==> src/rtl/btn_event.sv <==
// Button event decoder: turns a debounced level into press/release/long/repeat strobes.
// Optional auto-repeat in the LONG state is enabled by defining BTN_EVENT_AUTO_REPEAT_EN.
module btn_event #(
    parameter int LONG_CYCLES   = 100_000_000,
    parameter int REPEAT_CYCLES = 20_000_000
) (
    input  logic       clk,
    input  logic       rst,
    input  logic       btn_in,
    output logic       press_pulse,
    output logic       release_pulse,
    output logic       long_pulse,
    output logic       repeat_pulse,
    output logic       held,
    output logic [7:0] press_count
);

    typedef enum logic [1:0] {
        WAIT_REL,
        IDLE,
        PRESSED,
        LONG
    } state_t;

    localparam logic [31:0] LONG_LAST   = 32'(LONG_CYCLES - 1);
    localparam logic [31:0] REPEAT_LAST = 32'(REPEAT_CYCLES - 1);

    if (LONG_CYCLES < 2 || REPEAT_CYCLES < 2) begin : g_bad_params
        $error("btn_event: LONG_CYCLES and REPEAT_CYCLES must both be at least 2");
    end

    state_t      state;
    state_t      state_next;
    logic [31:0] cnt;
    logic [31:0] cnt_next;
    logic        press_next;
    logic        release_next;
    logic        long_next;
    logic        repeat_next;
    logic        held_next;
    logic [7:0]  count_next;

    always_comb begin
        state_next   = state;
        cnt_next     = cnt;
        press_next   = 1'b0;
        release_next = 1'b0;
        long_next    = 1'b0;
        repeat_next  = 1'b0;
        count_next   = press_count;
        case (state)
            WAIT_REL: begin
                if (!btn_in) state_next = IDLE;
            end
            IDLE: begin
                if (btn_in) begin
                    state_next = PRESSED;
                    press_next = 1'b1;
                    cnt_next   = '0;
                    count_next = press_count + 8'd1;
                end
            end
            PRESSED: begin
                // Release is checked first so it wins over a long event on the same edge
                if (!btn_in) begin
                    state_next   = IDLE;
                    release_next = 1'b1;
                    cnt_next     = '0;
                end else if (cnt == LONG_LAST) begin
                    state_next = LONG;
                    long_next  = 1'b1;
                    cnt_next   = '0;
                end else begin
                    cnt_next = cnt + 32'd1;
                end
            end
            LONG: begin
                if (!btn_in) begin
                    state_next   = IDLE;
                    release_next = 1'b1;
                    cnt_next     = '0;
                end else begin
`ifdef BTN_EVENT_AUTO_REPEAT_EN
                    if (cnt == REPEAT_LAST) begin
                        repeat_next = 1'b1;
                        cnt_next    = '0;
                    end else begin
                        cnt_next = cnt + 32'd1;
                    end
`else
                    cnt_next = (REPEAT_LAST == '0) ? '0 : cnt;
`endif
                end
            end
            default: state_next = WAIT_REL;
        endcase
        held_next = (state_next == PRESSED) || (state_next == LONG);
    end

    // Every output is a flop fed from the next-state logic, so btn_in never reaches a pin directly
    always_ff @(posedge clk) begin
        if (rst) begin
            state         <= WAIT_REL;
            cnt           <= '0;
            press_pulse   <= 1'b0;
            release_pulse <= 1'b0;
            long_pulse    <= 1'b0;
            repeat_pulse  <= 1'b0;
            held          <= 1'b0;
            press_count   <= '0;
        end else begin
            state         <= state_next;
            cnt           <= cnt_next;
            press_pulse   <= press_next;
            release_pulse <= release_next;
            long_pulse    <= long_next;
            repeat_pulse  <= repeat_next;
            held          <= held_next;
            press_count   <= count_next;
        end
    end

endmodule

==> config.mk <==
export PLATFORM = sky130hd
export DESIGN_NAME = btn_event
export DESIGN_NICKNAME = d
export VERILOG_FILES = /design/src/rtl/btn_event.sv
export SDC_FILE = /design/constraint.sdc
export NUM_CORES = 1
export LEC_CHECK = 0
export CAP_MARGIN = 30
export CELL_PAD_IN_SITES_DETAIL_PLACEMENT = 0
export CELL_PAD_IN_SITES_GLOBAL_PLACEMENT = 2
export CORE_ASPECT_RATIO = 1.1
export CORE_MARGIN = 1
export CORE_UTILIZATION = 30
export CTS_CLUSTER_DIAMETER = 50
export DETAILED_ROUTE_END_ITERATION = 10
export PLACE_DENSITY = 0.77
export SKIP_LAST_GASP = 1
export SLEW_MARGIN = 10
export SYNTH_ARGS = -nofsm -noshare
export SYNTH_HDL_FRONTEND = slang
export SYNTH_SLANG_ARGS = --single-unit
export TNS_END_PERCENT = 100
==> constraint.sdc <==
create_clock -name clk -period 2.6 [get_ports clk]
set_input_delay 0.39 -clock clk [delete_from_list [all_inputs] [get_ports clk]]
set_output_delay 0.39 -clock clk [all_outputs]
set_load 0.1 [all_outputs]
## Word-level counts from Yosys, hierarchy flattened

Cells that the tools add are included.

| word-level totals | value |
|---|---|
| register bits | 46 |
| logic and storage cells | 44 |
| output and inout bits | 13 |
| input bits | 3 |

| operators by class | value |
|---|---|
| equality and inequality tests | 8 |
| muxes and demuxes | 13 |
| $add $sub $neg | 2 |
| bitwise operators | 4 |
| reduce and logical (&&, ||, !) cells | 10 |

Operators with widths:

| operator | number |
|---|---|
| $mux 32 | 4 |
| $pmux 32 s3 | 1 |
| $add 32x1->32 const B | 1 |
| $eq 32x27->1 const B | 1 |
| $add 8x1->8 const B | 1 |
| $eq 2x2->1 const B | 4 |
| $mux 2 | 4 |
| $reduce_or 2->1 | 4 |
| $pmux 2 s3 | 1 |
| $ne 2x2->1 const B | 2 |
| $not 1->1 | 4 |
| $mux 1 | 3 |
| $reduce_and 3->1 | 1 |
| $reduce_bool 3->1 | 1 |
| $reduce_or 3->1 | 1 |
| $eq 2x1->1 const B | 1 |
| $logic_not 2->1 | 1 |
| $reduce_and 2->1 | 1 |
| $logic_or 1x1->1 | 1 |

## Longest topological paths before layout

Gate-level depths: netlist of run 1.

| logic depth | value |
|---|---|
| word-level depth | 6 |
| mapped depth | 8 |
| mapped depth without buffers | 7 |

## Worst setup path after synthesis of run 1

OpenSTA, ideal clock, no wires.

| timing | value |
|---|---|
| path type | flip-flop to flip-flop |
| start | reg state[1] |
| end | reg cnt[30] |
| buffers on the path | 1 |
| data arrival time | 1867 ps |
| path slack | 667 ps |
| data required time | 2534 ps |
| library setup time | 66 ps |
| period minus slack after synthesis | 1933 ps |
| stages on the path, launching flop included | 9 |
| cells stage by stage | dfxtp_1 -> inv_1 -> ha_1 -> mux2i_4 -> nand3_2 -> or3_1 -> buf_2 -> or3_1 -> a21oi_2 |

| on the way | value |
|---|---|
| cells in the longest elaborated chain, start to end | 3 |
| elaborated cells between the ends (all ways) | 8 |
| classes of those cells | eq/ne: 5; mux: 1; reduce/logical: 2 |

RTL lines:

| item | line | RTL |
|---|---|---|
| from (decl) | 32 | `state_t state;` |
| from (signal assigned) | 112 | `state <= state_next;` |
| $eq 2x2->1 / $eq 2x1->1 (equally long branches) | 51 | `case (state)` |
| $ne 2x2->1 (no source line) / $reduce_bool 3->1 (equally long branches) | n/a |  |
| $reduce_and 3->1 (no source line) | n/a |  |
| to (signal assigned) | 113 | `cnt <= cnt_next;` |
| to (decl) | 34 | `logic [31:0] cnt;` |

Several ways; a longest one is shown, not always the timed one.
A chain may end at the register's enable or synchronous reset.

## Final worst setup path of run 1

| timing | value |
|---|---|
| start | in btn_in |
| end | reg cnt[30] |

| on the way | value |
|---|---|
| cells in the longest elaborated chain, start to end | 2 |
| elaborated cells between the ends (all ways) | 5 |
| classes of those cells | eq/ne: 2; mux: 2; reduce/logical: 1 |

RTL lines:

| item | line | RTL |
|---|---|---|
| from (decl) | 9 | `input logic btn_in,` |
| $mux 32 / $ne 2x2->1 (equally long branches) | n/a |  |
| $pmux 32 s3 / $reduce_and 3->1 (equally long branches) | n/a |  |

Several ways; a longest one is shown, not always the timed one.

==> impl_metrics.tcl, run 1 <==
set metrics [dict create \
    tightest_slew_ns 0.5402 \
    diodes 0 \
    cts_root_buffer "clkbuf_8" \
    antenna_found_initial 0 \
    coreArea_um2 7087 \
    critPathKind "primary input to register" \
    worst-r2r-setup-slack_ns 0.51 \
    muxShareOfSynthArea_pct 1.470 \
    cp.required_ns 2.84 \
    dp_hpwl_um 3183 \
    finalMaxSlewViolations 0 \
    routedWlPerCell_um 12.89 \
    wl_um 4512 \
    dp.cells 342 \
    grt_setup_unrepaired "no" \
    cp_max_fo 7 \
    start_kind "primary input" \
    area_growth_pct 13.34 \
    ios 16 \
    ir_drop_mv 0.2789 \
    r2r-start "state[1]" \
    fin_nets 274 \
    r2r_end "cnt[30]" \
    fin_skew_ns 0.008451 \
    power_leakage_nw 0.8996 \
    fillers 724 \
    grt_util_met3_pct 2.700 \
    synth-compound-area-share_pct 4.862 \
    fin_cells 350 \
    synth.net_count 262 \
    layout-drive-gt1-share_pct 12.45 \
    antenna_left 0 \
    ys_seq_area_share_pct 41.61 \
    hold_buffers 0 \
    maxCapViolations 0 \
    vias_per_cell 4.849 \
    die_area_um2 7725 \
    busiest_layer "met2" \
    grt_start_max_net_pins 33 \
    worstRegToRegCells 7 \
    postSynthAreaPerCell_um2 8.783 \
    num_rows 32 \
    cts_sinks 46 \
    ys.warnings.count 0 \
    port_buffers 14 \
    clk_latency_ns 0.30 \
    synthAdderAreaFrac_pct 3.957 \
    ctsResizeCount 0 \
    worstHoldPathCells 2 \
    synth-main-ff-cell "dfxtp_1" \
    dr_total_vias 1697 \
    htreeDepth 2 \
    cts_buffer_depth 2 \
    grt.met1_usage_pct 16.55 \
    drc 0 \
    die_h_um 92.09 \
    synthDistinctLibCells 40 \
    slew_headroom_pct 63.88 \
    ys_ff_latch 46 \
    grt_pass1_vias 1670 \
    yosys.area_share.simple_pct 29.96 \
    dr.pass1.iters 4 \
    fin_crit_sh_pct 80.60 \
    cts.clk_slew.worst_paths_ns 0.09 \
    synthXorXnorAreaFrac_pct 13.45 \
    p_per_area_nw_per_um2 566.8 \
    status "complete, no violations" \
    hold_start "cnt[26]" \
    use_met2_pct 21.24 \
    syn_area_um2 2213 \
    cts_tree "done" \
    cts_setup_buffers 0 \
    die-width_um 83.90 \
    grt.total_usage_pct 12.92 \
    finalSetupTns_ns 0 \
    place_congestion 0.6977 \
    max_freq_ghz 0.4772 \
    synth_top_family_by_area "simple AND/OR/NAND/NOR gates" \
    hold_violations 0 \
    cp-end-kind "register" \
    drtIter0Drc 101 \
    grt_pass1_wl_um 7948 \
    setup_viol 0 \
    async_flop_share_pct 0 \
    grt.overflow.total 0 \
    holdPathEnd "cnt[26]" \
    synthCells 252 \
    hold_path_class "register to register" \
    initial_core_util_pct 31.23 \
    fin_util_pct 35.40 \
    cts_buffers 5 \
    synth_enable_flop_cells 0 \
    period_minus_slack_ns 2.096 \
    arrival_ns 2.34 \
]
registers in the layout, indices dropped and copies added, names as in the netlist:
name	flops
cnt	32
held	1
long_pulse	1
press_count	8
press_pulse	1
release_pulse	1
state	2
stage by stage:
step / total power, mW / hold slack, ns / cell area (um^2) / setup slack [ns]
floorplan: 0.8640 / 0.4622 / 2213 / 0.6665
global placement: 0.9010 / 0.4785 / 2395 / 0.2263
detailed placement: 0.9004 / 0.4950 / 2395 / 0.1965
CTS: 1.446 / 0.5126 / 2509 / 0.4976
global route: 1.482 / 0.5469 / 2509 / 0.3465
finish: 1.422 / 0.5028 / 2509 / 0.5045
report_power, final:
group          total (mW)  internal [mW]  switching [mW]
combinational       0.154         0.0486           0.105
sequential          0.727          0.716          0.0115
clock               0.541          0.286           0.255
layer usage:
metal / wire (um) / vias to the layer above
met5: 0 / -
met4: 108 / 0
met3: 143 / 11
met2: 2012 / 26
met1: 2247 / 773
li1: - / 887
layout by cell type (no fill, tap or decap), types with 4 or more instances in the layout:
cell / synthesis / layout
nand4_1: 19 / 19
nand3_1: 6 / 6
and2_1: 5 / 5
ha_1: 7 / 7
nor2_1: 41 / 41
o21ai_0: 4 / 4
nand2_1: 18 / 18
and3_1: 7 / 7
nor4_1: 5 / 5
xor2_1: 21 / 21
xnor2_1: 13 / 13
inv_1: 6 / 6
clkbuf_8: 0 / 5
buf_4: 4 / 15
dfxtp_1: 46 / 46
nor3_1: 6 / 6
or3_1: 4 / 4
a21oi_1: 5 / 5
cells in the mapped netlist (2+ instances only):
cell | n | area share [%]
nor3_1 | 6 | 1.4
buf_2 | 5 | 1.1
nor4b_1 | 2 | 0.79
and2_1 | 5 | 1.4
a21oi_1 | 5 | 1.1
nand3_1 | 6 | 1.4
xor2_1 | 21 | 8.3
xnor2_1 | 13 | 5.1
nand4_1 | 19 | 5.4
nand2_1 | 18 | 3.1
dfxtp_1 | 46 | 42
and4_1 | 3 | 1.2
o21ai_0 | 4 | 0.90
and3_1 | 7 | 2.0
clkbuf_1 | 3 | 0.51
inv_1 | 6 | 1.0
nor2_1 | 41 | 7.0
a211oi_1 | 2 | 0.68
buf_4 | 4 | 1.4
or3_1 | 4 | 1.1
and2_2 | 3 | 1.0
ha_1 | 7 | 4.0
nor4_1 | 5 | 1.4
critical path, stage by stage:
cell	delay, ns
clkdlybuf4s50_1	0.54
mux2i_4	0.30
nand3_2	0.13
or3_1	0.45
or3_1	0.40
a21oi_2	0.13
how the worst max path moves through the flow:
stage                   from       to  slack [ns]  depth (start not counted)
global placement      btn_in  cnt[30]        0.23                          6
global route        state[1]  cnt[30]        0.35                          7
CTS                 state[1]  cnt[30]        0.50                          7
floorplan           state[1]  cnt[30]        0.67                          8
detailed placement    btn_in  cnt[30]        0.20                          6
finish                btn_in  cnt[30]        0.50                          6
logic make-up after synthesis:
logic type	Yosys count
adder cells (fa/ha/maj)	7
other	1
multiplexers	2
buffers and inverters	19
AND/OR/NAND/NOR	126
flip-flops	46
XOR/XNOR	34
AO/OA/AOI/OAI	17
area by class of cell:
class,instances,area (um^2),area share (%)
multi-input combinational,187,1192,47.53
sequential,46,920.9,36.71
timing repair buffer,18,152.6,6.085
tap,85,106.4,4.239
clock buffer,5,68.82,2.743
clock inverter,3,45.04,1.796
inverter,6,22.52,0.8978
Power figures use the tool's default switching activity.
==> run 2: changes to the inputs <==
--- a/config.mk
+++ b/config.mk
@@ -13,7 +13,7 @@
 export CORE_UTILIZATION = 30
 export CTS_CLUSTER_DIAMETER = 50
 export DETAILED_ROUTE_END_ITERATION = 10
-export PLACE_DENSITY = 0.77
+export PLACE_DENSITY = 0.79
 export SKIP_LAST_GASP = 1
 export SLEW_MARGIN = 10
 export SYNTH_ARGS = -nofsm -noshare
==> constraint.sdc (replaced) <==
create_clock -name clk -period 1.9 [get_ports clk]
set_input_delay 0.285 -clock clk [delete_from_list [all_inputs] [get_ports clk]]
set_output_delay 0.285 -clock clk [all_outputs]
set_load 0.1 [all_outputs]
==> run 2 against run 1 <==
  * Sequential cell count unchanged
  * Highest routed layer unchanged
  * Via count rose by 11%
  * Largest cell class unchanged
  * Critical path depth increased by 1
==> impl_metrics.tcl, run 2 (synthesized netlist as in run 1, its figures left out) <==
set metrics [dict create \
    status "complete, no violations" \
    cts_buffers 5 \
    die_area_um2 7725 \
    fillers 727 \
    max_freq_ghz 0.5325 \
    post-place-ws_ns -0.3255 \
    cts_root_buffer "clkbuf_8" \
    r2r-start "state[1]" \
    startpoint "state[1]" \
    cts_sinks 46 \
    power_leakage_nw 1.147 \
    worstRegToRegCells 7 \
    hold_buffers 0 \
    p_per_area_nw_per_um2 650.4 \
    cts_tree "done" \
    crit_path_top_delay_cell "or3_4" \
    dr_total_vias 1878 \
    cp_max_fo 6 \
    ios 16 \
    cp.required_ns 2.14 \
    final_cell_mix "buf_4, nor2_1, dfxtp_1" \
    grt_pass1_vias 1833 \
    crit_chain "inv_2 -> ha_2 -> mux2i_4 -> nand3_2 -> or3_4 -> or3_4 -> a21oi_2" \
    fin_crit_sh_pct 98.84 \
    grt.total_usage_pct 13.24 \
    final_common_cell "buf_4" \
    area_growth_pct 33.41 \
    timing.final.ws_setup_ns 0.02211 \
    port_buffers 14 \
    critical_path_depth 7 \
    cp-end-kind "register" \
    ir_drop_mv 0.3687 \
    finalMaxSlewViolations 0 \
    worstHoldPathCells 3 \
    start_kind "register" \
    setup_viol 0 \
    arrival_ns 2.12 \
    hold_path_class "primary input to register" \
    routedWlPerCell_um 12.75 \
    htreeDepth 2 \
    largest_reg_flops 32 \
    dp_hpwl_um 3405 \
    path_buf_inv 1 \
    grt_pass1_wl_um 8190 \
    max_stage_delay_ns 0.43 \
    cts.clk_slew.worst_paths_ns 0.09 \
    wl_um 4973 \
    num_rows 32 \
    grt.overflow.total 0 \
    initial_core_util_pct 31.23 \
    coreArea_um2 7087 \
    period_minus_slack_ns 1.878 \
    layout-drive-gt1-share_pct 32.46 \
    dr.pass1.iters 4 \
    drtIter0Drc 61 \
    critPathKind "register to register" \
    fin_skew_ns 0.01088 \
    drc 0 \
    finalSetupTns_ns 0 \
    die_h_um 92.09 \
    grt_setup_unrepaired "yes" \
    diodes 0 \
    grt_start_max_net_pins 33 \
    fin_nets 314 \
    regMostFlops "cnt" \
    die-width_um 83.90 \
    cts_buffer_depth 2 \
    top_regs "cnt (32), press_count (8), state (2)" \
    hold_violations 0 \
    maxCapViolations 0 \
    crit_top_cell "or3_4" \
    clk_latency_ns 0.30 \
    hold_start "btn_in" \
    critPathTopFamily "simple AND/OR/NAND/NOR gates" \
    vias_per_cell 4.815 \
    antenna_left 0 \
    antenna_found_initial 0 \
    place_congestion 0.6933 \
]
[run 2: cell count changes in the layout (fill, tap and decap cells not counted), sizes merged]
| cell | previous run | this run |
|---|---|---|
| buf | 16 | 55 |
| bufinv | 1 | 0 |
| clkbuf | 5 | 7 |
| clkinv | 0 | 1 |
| clkinvlp | 2 | 1 |
| clkdlybuf4s50 | 2 | 1 |
| dlymetal6s2s | 0 | 1 |
[run 2: path summary, 6_finish.rpt]
path                    to  slack [ns]
max reg2reg        cnt[30]        0.02
min reg2reg        cnt[26]        0.50
max                cnt[30]        0.02
min          release_pulse        0.44
[run 2: power breakdown]
| group | internal [mW] | switching, mW |
|---|---|---|
| logic | 0.122 | 0.171 |
| registers | 0.982 | 0.0154 |
| clock network | 0.293 | 0.338 |
| total | 1.40 | 0.524 |
[run 2: layer usage]
metal,vias to the layer above,GRT usage [%],wire [um]
met2,23,23.77,2532
li1,965,-,-
met4,0,3.879,52
met1,885,16.00,2268
met5,-,0,0
met3,5,2.430,118
[run 2: timing repair]
action,CTS,global route
setup buffers,2,5
cloned,0,2
setup endpoints to repair,35,35
pin swaps,3,16
resized for setup,10,24
[run 2: through the flow]
step	hold slack, ns	cells	power [mW]	cell area, um^2	util, %
final	0.4412	390	1.920	2953	41.67
after global placement	0.4756	374	1.258	2639	37.24
after global routing	0.4645	390	2.021	2953	41.67
after CTS	0.5041	384	1.914	2784	39.28
after floorplan	0.3578	252	1.184	2217	-
after detailed placement	0.4897	374	1.261	2639	37.24
[run 2: layout make-up]
| class | instances | area (um^2) | share of cell area (%) |
|---|---|---|---|
| inverters | 6 | 25.02 | 0.8475 |
| well taps | 85 | 106.4 | 3.602 |
| repair buffers | 58 | 476.7 | 16.14 |
| multi-input cells | 187 | 1319 | 44.66 |
| flip-flops and latches | 46 | 930.9 | 31.53 |
| clock buffers | 6 | 82.58 | 2.797 |
| clock inverters | 2 | 12.51 | 0.4237 |
[run 2: worst reg2reg max path: stages, from the launching register on]
cell and delay, ns:
dfxtp_2 0.35, inv_2 0.06, ha_2 0.19, mux2i_4 0.18, nand3_2 0.10, or3_4 0.43
or3_4 0.38, a21oi_2 0.13
